$ cat config.mk
export PLATFORM = sky130hd
export DESIGN_NAME = lifo_stack
export DESIGN_NICKNAME = d
export VERILOG_FILES = /design/src/rtl/lifo_stack.sv
export SDC_FILE = /design/constraint.sdc
export NUM_CORES = 1
export LEC_CHECK = 0
export BUFFER_PORTS_ARGS = -buffer_cell sky130_fd_sc_hd__buf_4
export CAP_MARGIN = 15
export CORE_UTILIZATION = 60
export DETAILED_ROUTE_END_ITERATION = 12
export PLACE_DENSITY = 0.77
export SLEW_MARGIN = 20
export SYNTH_ARGS = -nofsm -noshare
export SYNTH_HDL_FRONTEND = slang
export SYNTH_SLANG_ARGS = --single-unit
$ cat constraint.sdc
create_clock -name clk -period 7.3 [get_ports clk]
set_clock_uncertainty 0.05 [all_clocks]
set_input_delay 0 -clock clk [delete_from_list [all_inputs] [get_ports clk]]
set_output_delay 0 -clock clk [all_outputs]
set_load 0.02 [all_outputs]
$ cat src/rtl/lifo_stack.sv
// LIFO stack with registered top/next-on-stack outputs and sticky overflow/underflow flags.
// Define LIFO_STACK_CIRCULAR_EN to let a push onto a full stack overwrite the oldest entry.
module lifo_stack #(
  parameter  int WIDTH = 32,
  parameter  int DEPTH = 16,
  localparam int CW    = $clog2(DEPTH) + 1
) (
  input  logic             clk,
  input  logic             reset,
  input  logic             push,
  input  logic             pop,
  input  logic [WIDTH-1:0] d,
  input  logic             clr_err,
  output logic [WIDTH-1:0] tos,
  output logic [WIDTH-1:0] nos,
  output logic [CW-1:0]    count,
  output logic             empty,
  output logic             full,
  output logic             ovf,
  output logic             unf
);

  localparam int AW = $clog2(DEPTH);

  logic [WIDTH-1:0] mem [DEPTH];
  logic [AW-1:0]    sp;

  logic [WIDTH-1:0] tos_n, nos_n, wr_data;
  logic [CW-1:0]    count_n;
  logic [AW-1:0]    sp_n, wr_addr;
  logic             wr_en, ovf_set, unf_set;

  assign empty = (count == '0);
  assign full  = (count == CW'(DEPTH));

  // sp points at the next free slot; tos lives at sp-1 and nos at sp-2, so the
  // entry that becomes nos after a pop sits at sp-3.
  always_comb begin
    tos_n   = tos;
    nos_n   = nos;
    count_n = count;
    sp_n    = sp;
    wr_en   = 1'b0;
    wr_addr = sp;
    wr_data = d;
    ovf_set = 1'b0;
    unf_set = 1'b0;

    if (push && pop && !empty) begin
      wr_en   = 1'b1;
      wr_addr = sp - AW'(1);
      tos_n   = d;
    end else if (push) begin
      if (!full) begin
        wr_en   = 1'b1;
        sp_n    = sp + AW'(1);
        tos_n   = d;
        nos_n   = tos;
        count_n = count + CW'(1);
      end else begin
`ifdef LIFO_STACK_CIRCULAR_EN
        // When full, sp equals the bottom slot, so this write drops the oldest entry.
        wr_en   = 1'b1;
        sp_n    = sp + AW'(1);
        tos_n   = d;
        nos_n   = tos;
`else
        ovf_set = 1'b1;
`endif
      end
    end else if (pop) begin
      if (!empty) begin
        sp_n    = sp - AW'(1);
        tos_n   = nos;
        nos_n   = (count >= CW'(3)) ? mem[sp - AW'(3)] : '0;
        count_n = count - CW'(1);
      end else begin
        unf_set = 1'b1;
      end
    end
  end

  always_ff @(posedge clk) begin
    if (reset) begin
      sp    <= '0;
      count <= '0;
      tos   <= '0;
      nos   <= '0;
      ovf   <= 1'b0;
      unf   <= 1'b0;
    end else begin
      sp    <= sp_n;
      count <= count_n;
      tos   <= tos_n;
      nos   <= nos_n;
      ovf   <= (ovf & ~clr_err) | ovf_set;
      unf   <= (unf & ~clr_err) | unf_set;
    end
  end

  // Storage is left uninitialised; reset only clears the pointer and output registers.
  always_ff @(posedge clk) begin
    if (!reset && wr_en) mem[wr_addr] <= wr_data;
  end

endmodule

### Word level (Yosys, flattened, before mapping)

Memory sizes are Yosys's and may differ from the RTL's.
Cells that the tools add are included.

| operators by class | value |
|---|---|
| add/sub/neg operators | 5 |
| muxes and demuxes | 31 |
| equal/unequal tests | 5 |
| $lt $le $gt $ge | 1 |
| bitwise operators | 6 |
| reduce and logical (&&, ||, !) cells | 10 |

Operator list:

| kind | number |
|---|---|
| $mux 32 | 10 |
| $mux 4 | 5 |
| $mux 5 | 4 |
| $mux 1 | 12 |
| $ne 3x2->1 const B | 2 |
| $add 5x1->5 const B | 1 |
| $eq 5x5->1 const B | 1 |
| $ge 5x2->1 const B | 1 |
| $logic_not 5->1 | 1 |
| $sub 5x1->5 const B | 1 |
| $add 4x1->4 const B | 1 |
| $ne 2x2->1 const B | 2 |
| $reduce_and 4->1 | 1 |
| $sub 4x1->4 const B | 1 |
| $sub 4x2->4 const B | 1 |
| $logic_and 1x1->1 | 3 |
| $reduce_and 3->1 | 1 |
| $reduce_bool 3->1 | 1 |
| $and 1x1->1 | 2 |
| $logic_not 1->1 | 2 |
| $not 1->1 | 2 |
| $or 1x1->1 | 2 |
| $reduce_bool 2->1 | 1 |

| storage, ports and cells | value |
|---|---|
| bits in writable memories | 512 |
| bits of input ports | 37 |
| memories kept | 1 |
| word-level logic and storage cells | 65 |
| output and inout port bits | 73 |
| bits in registers | 75 |

Memory list:

| memory | depth | bits a word | rd ports | clocked after Yosys merged registers in | write ports | line | RTL |
|---|---|---|---|---|---|---|---|
| mem | 16 | 32 | 1 | 0 | 1 | 25 | `logic [WIDTH-1:0] mem [DEPTH];` |

### Longest topological paths before layout

Gate-level depths: netlist (run 1).

| logic depth | value |
|---|---|
| word-level depth | 7 |
| mapped depth | 12 |
| gate-level depth less buffers | 7 |

### Least setup slack after synthesis (run 1)

OpenSTA, ideal clock, no wires.

| timing | value |
|---|---|
| path kind | flip-flop to flip-flop |
| start | reg sp[0] |
| end | mem mem[13][0], enable pin |
| clock period less this slack | 4940 ps |
| required time | 6789 ps |
| setup time | 461 ps |
| buffers on the path | 6 |
| arrival time | 4430 ps |
| stages on the path, launching flop included | 11 |
| setup slack | 2360 ps |
| path through | dfxtp_1 -> buf_2 -> buf_2 -> buf_2 -> inv_2 -> ha_1 -> clkbuf_1 -> buf_2 -> clkbuf_1 -> a31oi_1 -> nor3_1 |

| on the way | value |
|---|---|
| longest elaborated chain between the ends | 2 |

Ends and longest elaborated chain:

| what | line | RTL |
|---|---|---|
| from (decl) | 26 | `logic [AW-1:0] sp;` |
| from (signal assigned) | 92 | `sp <= sp_n;` |
| $sub 4x1->4 | 51 | `wr_addr = sp - AW'(1);` |
| $mux 4 * | 49 | `if (push && pop && !empty) begin` |
| to (decl) | 25 |  |

Every way passes the cells marked *; elsewhere a longest branch is shown, timed or not.

### Worst setup path in the final report (run 1)

| timing | value |
|---|---|
| start | reg sp[0] |
| end | mem mem[7][11], enable pin |

Same word-level chain as after synthesis.

==> reports/metrics.yaml, run 1 <==
status: "finished, final reports clean"
die_x_um: 199
grt.overflow.total: 0
maxCapViolCount: 0
crit_required_ns: 7.51
cts.sinks: 587
drtIter0Drc: 1050
synth-main-ff-cell: "edfxtp_1"
viasPerCell: 6.46
yosysWarnings: 0
drc_errors: 0
crit_arrival_ns: 4.37
drt-met1-wl_um: 21600
layout-drive-gt1-share_pct: 26.4
place_ws_ns: 3.17
fmax_mhz: 240
hold_class: "input port to flop"
cp-start-kind: "flop"
portBuffers: 109
tritoncts: "done"
num_vias: 12671
die_h_um: 199
synth_enable_flop_cells: 512
clockRootBuffer: "clkbuf_16"
slew_viol_final: 0
grt_util_all_layers_pct: 27.6
fill_cells: 2322
syn_to_final_growth_pct: 16.5
power_density_mw_per_mm2: 396
coreArea_mm2: 0.0380
tns_ns: 0
post_cts_buffers: 0
synth.largest_area_cell: "edfxtp_1"
critPathKind: "flop to flop"
boundaryPins: 110
synthesis.nets: 1290
cp_cell_sequence: "inv_2 -> ha_4 -> buf_4 -> o31a_1 -> nor3_2 -> buf_4"
ys_seq_area_share_pct: 72.3
die-area_mm2: 0.0397
rows: 71
antenna_cells: 0
post-route-cell-area_mm2: 0.0272
syn-cell-area_mm2: 0.0233
crit_buf_inv: 3
antenna_left: 0
final-hold-violation-count: 0
cts-buffers-inserted: 56
yosys-top-cells-count: "edfxtp_1 (512), mux4_2 (126), mux2i_1 (99)"
cts_max_level: 2
tightest_slew_ns: 1.14
ys_async_sr_fraction_pct: 0
cp_slowest_cell: "buf_4"
grt_pass1_vias: 12837
rsz0062_at_grt: "no"
fin_ws_ns: 3.14
synthMostInstantiatedCell: "edfxtp_1"
maxSlewHeadroom_pct: 23.4
placed_cell_area_mm2: 0.0249
synth_top_cells_by_area: "edfxtp_1 (66%), mux4_2 (12%), dfxtp_1 (6.4%)"
utilization_pct: 71.5
period_share_pct: 57.0
top_layer_used: "met4"
synth_seq_cells: 587
dp_hpwl_um: 29300
grt_max_degree: 108
synth.distinct_cells: 58
place_congestion: 0.773
critPathMaxStageDelay_ns: 0.98
clockBufferDepth: 3
path_max_fanout: 76
critPathTopFamily: "buffers and inverters"
clk_transition_reported_paths_ns: 0.06
routed_wl_um: 52900
ir_worst_vdd_mv: 0.270
critPathCaptureType: "flop"
initial_core_util_pct: 61.4
nets: 1444
route.met2.wl_um: 26500
cpMostUsedCell: "buf_4"
netlist.area_leader.share_pct: 65.8
clk_latency_ns: 0.59
synth_area_per_cell_um2: 18.7
drt-pass1-iter-count: 5
wl_per_cell_um: 27.0
p_leak_nw: 8.84
syn_inst: 1247
wl_met3_um: 3530
setup_violations: 0
antenna_found_initial: 0
grt_first_pass_wirelength_um: 79200
finalCriticalPeriod_ns: 4.16
-- sequential cells by signal (all words and copies together), names as in the netlist --
name and cells:
sp 4, ovf 1, count 5, tos 32, unf 1, mem 512
nos 32
-- timing repair --
item,CTS,global route
endpoints found under the setup margin,0,0
resized for setup,0,0
hold buffers,38,0
endpoints found under the hold margin,555,0
-- through the flow --
| stage | hold slack, ns | total power, W | std cells |
|---|---|---|---|
| 4_1_cts | 0.0829 | 0.0108 | 1959 |
| 5_1_grt | 0.0931 | 0.0112 | 1960 |
| 6_report | 0.0931 | 0.0108 | 1960 |
| 2_1_floorplan | 0.0489 | 0.00669 | 1247 |
| 3_3_place_gp | 0.261 | 0.00768 | 1812 |
| 3_5_place_dp | 0.271 | 0.00780 | 1815 |
-- cell families (layout without fill, tap and decap cells) --
| logic type | after synthesis | in the layout | synth area share [%] |
|---|---|---|---|
| flip-flops | 587 | 587 | 72.3 |
| AND/OR/NAND/NOR | 134 | 134 | 2.58 |
| XOR/XNOR | 11 | 11 | 0.445 |
| buffers and inverters | 90 | 292 | 1.66 |
| AO/OA/AOI/OAI | 191 | 191 | 6.14 |
| adder cells (fa/ha/maj) | 6 | 6 | 0.354 |
| multiplexers | 228 | 228 | 16.5 |
-- power by group --
group | internal (W) | switching [W] | leakage [nW] | total [W]
registers | 0.00399 | 0.000255 | 5.23 | 0.00425
logic | 0.00154 | 0.00199 | 2.67 | 0.00353
clock network | 0.00180 | 0.00120 | 0.931 | 0.00300
total | 0.00733 | 0.00344 | 8.84 | 0.0108
-- routing by layer --
layer,global-route usage [%],vias to the layer above
met5,0,-
met4,9.32,0
met3,3.98,92
met2,45.8,566
met1,37.9,6589
li1,-,5424
-- placed cells by master (no fill, tap or decap), types with 8 or more instances in the layout --
cell type | synthesis | routed
dfxtp_1 | 75 | 74
nor3_2 | 1 | 14
o21a_1 | 30 | 30
o22a_1 | 30 | 30
dlygate4sd3_1 | 0 | 38
bufinv_16 | 0 | 9
mux2i_1 | 99 | 98
clkinv_1 | 0 | 13
edfxtp_1 | 512 | 512
o21ai_1 | 33 | 33
clkbuf_1 | 44 | 14
nor2_1 | 81 | 77
clkbuf_16 | 0 | 57
a21oi_1 | 8 | 8
o221ai_1 | 30 | 30
buf_4 | 1 | 137
xnor2_1 | 9 | 9
a211oi_1 | 33 | 33
mux4_2 | 126 | 126
nand2_1 | 12 | 12
-- worst min-delay path, stage by stage --
cell,delay (ns)
buf_4,0.34
mux2i_1,0.24
a211oi_1,0.08
-- layout make-up --
cell class              instances  area, µm²  area share [%]
well taps                     511        639            2.35
repair buffers                179       1500            5.53
clock inverters                30        369            1.36
inverters                       7       26.3          0.0966
clock buffers                  76       1550            5.69
multi-input cells             570       6220            22.9
flip-flops and latches        587      16900            62.1
-- final timing paths --
kind | start | to | slack [ns] | cells past startpoint
max reg2reg | sp[0] | mem[7][11] | 3.14 | 6
max | sp[0] | mem[7][11] | 3.14 | 6
min reg2reg | tos[23] | tos[23] | 0.47 | 2
min | push | tos[0] | 0.09 | 3
(Power assumes the default switching activity.)
==> run 2, diff against run 1 <==
==> constraint.sdc (replaced) <==
create_clock -name clk -period 4.3 [get_ports clk]
set_clock_uncertainty 0.05 [all_clocks]
set_input_delay 0 -clock clk [delete_from_list [all_inputs] [get_ports clk]]
set_output_delay 0 -clock clk [all_outputs]
set_load 0.02 [all_outputs]
==> run 2 against run 1 <==
Net effect:
- largest cell class unchanged
- clock power increased by 57%
- cell count increased by 0.46%
- highest routed layer unchanged
- total power is 66% higher
- maximum frequency increased by 22%
- flip-flop and latch count is the same
- non-clock buffer count up 12
- utilization fell by 0.099 points
- largest power group unchanged
- cell area decreased by 0.14%
- hold slack improved by 0.037 ns
- via count grew 0.17%
- register-to-register slack got worse by 2.2 ns
==> reports/metrics.yaml, run 2 (synthesis gave the netlist of run 1 again) <==
p_switching_w: 0.00585  # was 0.00344 W
post-route-cell-area_mm2: 0.0272  # about the same
grt.overflow.total: 0  # unchanged
antenna_left: 0  # unchanged
wl_per_cell_um: 27.3  # was 27.0 µm
p_clk_share_pct: 26.3  # was 27.8%
largest_reg_flops: 512  # unchanged
antenna_cells: 0  # unchanged
maxCapViolCount: 0  # unchanged
placed_cell_area_mm2: 0.0250  # was 0.0249 mm²
grt_pass1_vias: 12821  # about the same
critPathMaxStageDelay_ns: 0.83  # was 0.98 ns
p_leak_nw: 8.89  # was 8.84 nW
grt_util_all_layers_pct: 28.3  # was 27.6%
sw_frac_of_total_pct: 32.6  # was 31.9%
nets: 1456  # was 1444
cts_max_level: 2  # unchanged
portBuffers: 109  # unchanged
cp_cell_sequence: "or4_1 -> o211ai_2 -> xor2_1 -> nand2_1 -> nor3_2 -> buf_4"  # was inv_2 -> ha_4 -> buf_4 -> o31a_1 -> nor3_2 -> buf_4
place_congestion: 0.794  # was 0.773
p_int_w: 0.0121  # was 0.00733 W
finalCriticalPeriod_ns: 3.41  # was 4.16 ns
clockRootBuffer: "clkbuf_16"  # unchanged
timing.rr.start: "count[0]"  # was sp[0]
final_common_cell: "edfxtp_1"  # unchanged
clockBufferDepth: 3  # unchanged
initial_core_util_pct: 61.4  # unchanged
crit_cells: 6  # unchanged
cp_slowest_cell: "or4_1"  # was buf_4
clk_latency_ns: 0.60  # was 0.59 ns
rsz0062_at_grt: "no"  # unchanged
tightest_slew_ns: 1.01  # was 1.14 ns
clk_transition_reported_paths_ns: 0.06  # about the same
fmax_mhz: 293  # was 240 MHz
coreArea_mm2: 0.0380  # unchanged
routed_wl_um: 53800  # was 52900 µm
syn_to_final_growth_pct: 16.3  # was 16.5%
pwr-share-seq_pct: 40.2  # was 39.4%
reg.largest.list: "mem (512), nos (32), tos (32)"  # unchanged
cp-start-kind: "flop"  # unchanged
boundaryPins: 110  # unchanged
critPathKind: "flop to flop"  # unchanged
grt_first_pass_wirelength_um: 80100  # was 79200 µm
final-hold-violation-count: 0  # unchanged
crit_start: "count[0]"  # was sp[0]
die_h_um: 199  # unchanged
die_x_um: 199  # unchanged
die-area_mm2: 0.0397  # unchanged
min_path_cells: 3  # unchanged
final_cell_mix: "edfxtp_1 (512), buf_4 (150), mux4_2 (126)"  # was edfxtp_1 (512), buf_4 (137), mux4_2 (126)
reg2regPathDepth: 6  # unchanged
hold_class: "input port to flop"  # unchanged
cts.sinks: 587  # unchanged
cts-buffers-inserted: 56  # unchanged
dp_hpwl_um: 29700  # was 29300 µm
holdBufCountCts: 38  # unchanged
cts_resized: 0  # unchanged
path_max_fanout: 32  # was 76
drt-pass1-iter-count: 6  # was 5
fill_cells: 2275  # was 2322
viasPerCell: 6.45  # was 6.46
regMostFlops: "mem"  # unchanged
antenna_found_initial: 0  # unchanged
layout-drive-gt1-share_pct: 27.2  # was 26.4%
num_vias: 12692  # about the same
finalHoldWorstSlack_ns: 0.130  # was 0.0931 ns
slew_viol_final: 0  # unchanged
rows: 71  # unchanged
critPathTopFamily: "simple AND/OR/NAND/NOR gates"  # was buffers and inverters
drc_errors: 0  # unchanged
status: "finished, final reports clean"  # unchanged
critPathCaptureType: "flop"  # unchanged
comb_power_share_pct: 33.6  # was 32.7%
tritoncts: "done"  # unchanged
crit_arrival_ns: 3.59  # was 4.37 ns
crit_required_ns: 4.48  # was 7.51 ns
hold_path_startpoint: "push"  # unchanged
power_density_mw_per_mm2: 660  # was 396 mW/mm²
crit_buf_inv: 1  # was 3
period_share_pct: 79.3  # was 57.0%
grt_max_degree: 97  # was 108
post_cts_buffers: 0  # unchanged
drtIter0Drc: 1082  # was 1050
ir_worst_vdd_mv: 0.612  # was 0.270 mV
setup_violations: 0  # unchanged
maxSlewHeadroom_pct: 32.4  # was 23.4%
[run 2: changes by cell type in the layout (fill, tap and decap cells not counted), sizes merged]
| cell | previous run | this run |
|---|---|---|
| clkinvlp | 1 | 2 |
| bufinv | 9 | 2 |
| clkbuf | 76 | 77 |
| clkinv | 18 | 20 |
| buf | 141 | 153 |
[run 2: through the flow]
step	util, %	setup TNS (ns)	setup WS [ns]	cells	total power [W]
after floorplan	-	-81.98	-0.640	1247	0.0114
after global placement	65.8	0	1.05	1828	0.0131
after detailed placement	65.8	0	0.934	1828	0.0132
after CTS	71.4	0	0.921	1969	0.0180
after global routing	71.4	0	0.670	1969	0.0187
final	71.4	0	0.890	1969	0.0179
[run 2: final timing paths]
kind,slack [ns],end
setup / recovery,0.89,mem[1][14]
hold / removal,0.13,tos[22]
setup reg to reg,0.89,mem[1][14]
hold reg to reg,0.47,tos[28]
[run 2: worst register-to-register path: stages (launching register included)]
cell	delay, ns
dfxtp_1	0.39
or4_1	0.84
o211ai_2	0.36
xor2_1	0.25
nand2_1	0.33
nor3_2	0.26
buf_4	0.57
[run 2: routing by layer]
metal	up-vias	routed length [µm]	track usage [%]
li1	5448	-	-
met1	6493	21300	40.0
met2	668	26200	45.3
met3	83	5130	6.03
met4	0	1070	7.09
met5	-	0	0
[run 2: area by class of cell]
class	count	area (µm²)	area share (%)
inverter	7	26.3	0.0968
tap	511	639	2.35
clock buffer	77	1580	5.82
multi-input combinational	570	6270	23.1
sequential	587	16900	62.2
clock inverter	26	185	0.682
timing repair buffer	191	1570	5.77
[run 2: power by group through the flow]
stage / sequential, W / combinational, W / clock, W
floorplan: 0.00737 / 0.00400 / 0
global placement: 0.00726 / 0.00584 / 0
detailed placement: 0.00731 / 0.00594 / 0
CTS: 0.00720 / 0.00604 / 0.00478
global route: 0.00726 / 0.00644 / 0.00498
finish: 0.00720 / 0.00602 / 0.00471
==> run 3, diff against run 2 <==
--- a/config.mk
+++ b/config.mk
@@ -5,11 +5,12 @@
 export SDC_FILE = /design/constraint.sdc
 export NUM_CORES = 1
 export LEC_CHECK = 0
+export ABC_AREA = 1
 export BUFFER_PORTS_ARGS = -buffer_cell sky130_fd_sc_hd__buf_4
 export CAP_MARGIN = 15
-export CORE_UTILIZATION = 60
+export CORE_UTILIZATION = 55
 export DETAILED_ROUTE_END_ITERATION = 12
-export PLACE_DENSITY = 0.77
+export PLACE_DENSITY = 0.74
 export SLEW_MARGIN = 20
 export SYNTH_ARGS = -nofsm -noshare
 export SYNTH_HDL_FRONTEND = slang
==> constraint.sdc (replaced) <==
create_clock -name clk -period 2.92 [get_ports clk]
set_clock_uncertainty 0.05 [all_clocks]
set_input_delay 0 -clock clk [delete_from_list [all_inputs] [get_ports clk]]
set_output_delay 0 -clock clk [all_outputs]
set_load 0.02 [all_outputs]
==> run 3 against run 2 <==
Net effect:
- largest power group is now combinational logic
- sequential share of layout area shrank 2.2 points
- synthesized cell count rose by 73%
- register-to-register slack worse by 0.70 ns
- largest cell class unchanged
- sequential power increased by 43%
==> reports/metrics.yaml, run 3 <==
status: "finished, final reports clean"  # unchanged
tns_ns: 0  # unchanged
clockRootBuffer: "clkbuf_16"  # unchanged
nets: 2328  # was 1456
num_vias: 17136  # was 12.7k
multi_input_comb_area_mm2: 0.00643  # was 0.00627 mm²
drc_errors: 0  # unchanged
cts-buffers-inserted: 56  # unchanged
synth_enable_flop_cells: 512  # unchanged
cpMostUsedCell: "nand2_1"
cts.sinks: 587  # unchanged
finalCriticalPeriod_ns: 2.73  # was 3.41 ns
clk_transition_reported_paths_ns: 0.06  # about the same
initial_core_util_pct: 55.9  # was 61.4%
portBuffers: 109  # unchanged
p_leak_nw: 10.3  # was 8.89 nW
ys_seq_area_share_pct: 69.9  # was 72.3%
routed_wl_um: 62000  # was 53800 µm
antenna_found_initial: 0  # unchanged
regMostFlops: "mem"  # unchanged
place_congestion: 0.818  # was 0.794
rsz0062_at_grt: "no"  # unchanged
critPathMaxStageDelay_ns: 0.46  # was 0.83 ns
tritoncts: "done"  # unchanged
grt_max_degree: 259  # was 97
crit_required_ns: 3.17  # was 4.48 ns
register_area_mm2: 0.0169  # unchanged
yosys.area_share.simple_pct: 21.8  # was 2.58%
critPathCaptureType: "flop"  # unchanged
largest_reg_flops: 512  # unchanged
die_x_um: 212  # was 199 µm
die_h_um: 212  # was 199 µm
synth-main-ff-cell: "edfxtp_1"  # unchanged
drt-pass1-iter-count: 8  # was 6
grt.overflow.total: 0  # unchanged
synth_mux_area_share_pct: 0  # was 16.5%
synthesis.nets: 2202  # was 1290
synth_top_cells_by_area: "edfxtp_1 (64%), nand2_1 (11%), nand3_1 (9.4%)"  # was edfxtp_1 (66%), mux4_2 (12%), dfxtp_1 (6.4%)
setup_violations: 0  # unchanged
synth.distinct_cells: 29  # was 58
layout-drive-gt1-share_pct: 13.5  # was 27.2%
synth_adder_area_share_pct: 0.342  # was 0.354%
grt_first_pass_wirelength_um: 93900  # was 80100 µm
rows: 76  # was 71
cp_cell_sequence: "nor2_1 -> nand3_1 -> nand2_1 -> inv_2 -> nand2_4 -> inv_1 -> nand2_1 -> nand2_1 -> inv_1 -> nand2_1 -> buf_4 -> nor2_4 -> buf_16"  # was or4_1 -> o211ai_2 -> xor2_1 -> nand2_1 -> nor3_2 -> buf_4
synth_area_per_cell_um2: 11.2  # was 18.7 µm²
antenna_cells: 0  # unchanged
final_cell_mix: "nand2_1 (682), edfxtp_1 (512), nand3_1 (455)"  # was edfxtp_1 (512), buf_4 (150), mux4_2 (126)
syn_inst: 2159  # was 1247
die-area_mm2: 0.0448  # was 0.0397 mm²
synth-xor-area-share_pct: 0.508  # was 0.445%
drtIter0Drc: 1980  # was 1082
tightest_slew_ns: 1.03  # was 1.01 ns
power_density_mw_per_mm2: 999  # was 660 mW/mm²
grt_pass1_vias: 16341  # was 12.8k
crit_arrival_ns: 2.98  # was 3.59 ns
synth.largest_area_cell: "edfxtp_1"  # unchanged
boundaryPins: 110  # unchanged
clk_latency_ns: 0.61  # was 0.60 ns
fill_cells: 3228  # was 2275
period_share_pct: 93.4  # was 79.3%
cp_slowest_cell: "nor2_4"  # was or4_1
slew_viol_final: 0  # unchanged
path_max_fanout: 17  # was 32
synth_seq_cells: 587  # unchanged
final_common_cell: "nand2_1"  # was edfxtp_1
coreArea_mm2: 0.0432  # was 0.0380 mm²
maxSlewHeadroom_pct: 31.0  # was 32.4%
cts_max_level: 2  # unchanged
maxCapViolCount: 0  # unchanged
reg.largest.list: "mem (512), nos (32), tos (32)"  # unchanged
grt_util_all_layers_pct: 27.9  # was 28.3%
netlist.area_leader.share_pct: 63.7  # was 65.8%
yosys-top-cells-count: "nand2_1 (683), edfxtp_1 (512), nand3_1 (455)"  # was edfxtp_1 (512), mux4_2 (126), mux2i_1 (99)
yosysWarnings: 0  # unchanged
ir_worst_vdd_mv: 1.10  # was 0.612 mV
synthMostInstantiatedCell: "nand2_1"  # was edfxtp_1
cp-start-kind: "flop"  # unchanged
antenna_left: 0  # unchanged
wl_per_cell_um: 21.3  # was 27.3 µm
dp_hpwl_um: 33600  # was 29700 µm
utilization_pct: 65.2  # was 71.4%
synth_top_family_by_area: "simple AND/OR/NAND/NOR gates"  # was multiplexers
clockBufferDepth: 3  # unchanged
synth_compound_area_share_pct: 3.27  # was 6.14%
syn-cell-area_mm2: 0.0242  # was 0.0233 mm²
critPathKind: "flop to flop"  # unchanged
hold_class: "input port to flop"  # unchanged
final-hold-violation-count: 0  # unchanged
viasPerCell: 5.87  # was 6.45
fmax_mhz: 367  # was 293 MHz
finalHoldWorstSlack_ns: 0.131  # was 0.130 ns
syn_to_final_growth_pct: 16.5  # was 16.3%
ys_async_sr_fraction_pct: 0  # unchanged
[run 3: cell types whose count changed in the layout (fill, tap and decap cells not counted), moves of 33 or more]
cell,before,now
a21oi_1,8,74
nor2_1,77,14
a211oi_1,33,0
nand3_1,4,455
mux2i_1,98,0
mux4_2,126,0
nand2_1,12,682
inv_1,4,55
[run 3: worst paths after layout]
kind	startpoint	to	slack (ns)	cells after the start
worst min-delay path	reset	sp[3]	0.13	3
worst min register to register	nos[17]	tos[17]	0.45	2
worst max register to register	count[2]	mem[13][0]	0.19	13
worst max-delay path	count[2]	mem[13][0]	0.19	13
[run 3: stage by stage]
stage / cells / setup WS [ns] / total power [W] / cell area [µm²]
floorplan: 2159 / -0.278 / 0.0174 / 24200
global placement: 2764 / -0.00460 / 0.0207 / 25700
detailed placement: 2766 / -0.0318 / 0.0210 / 25800
CTS: 2909 / 0.0284 / 0.0281 / 27900
global route: 2918 / 0.0119 / 0.0295 / 28100
finish: 2918 / 0.193 / 0.0281 / 28100
[run 3: metal layers]
layer  vias up  wire, µm  track usage (%)
met5         -         0                0
met4         0      2140             11.0
met3       133      6030             4.45
met2       943     29300             45.0
met1      8256     24500             38.2
li1       7804         -                -
[run 3: critical path, delay by kind of cell, from the launching register on]
family / cells / cell delay (ns)
buf+inv: 5 / 0.67
flops: 1 / 0.32
simple gates: 8 / 1.35
[run 3: timing repair]
| item | 4_1_cts | 5_1_grt |
|---|---|---|
| pin swaps | 0 | 5 |
| gates cloned | 0 | 2 |
| setup endpoints to repair | 8 | 68 |
| gates resized for setup | 1 | 2 |
| hold buffers | 37 | 0 |
| buffers inserted | 0 | 2 |
| hold endpoints to repair | 558 | 0 |
[run 3: cell type report]
class	instances	share of cell area (%)
sequential	587	60.0
multi-input combinational	1368	22.9
timing repair buffer	208	7.25
clock buffer	90	6.06
tap	585	2.60
inverter	64	0.881
clock inverter	16	0.334
[run 3: logic make-up after synthesis]
group | count (synthesis)
xor gates and xnor gates | 11
AOI/OAI and AO/OA | 149
buffers and inverters | 206
and+or+nand+nor | 1200
DFF | 587
adders and majority gates | 6
[run 3: power breakdown]
part / switching [W] / internal, W / total [W] / leakage, nW
clock: 0.00302 / 0.00400 / 0.00702 / 0.875
sequential: 0.000405 / 0.00990 / 0.0103 / 5.23
combinational: 0.00743 / 0.00336 / 0.0108 / 4.23
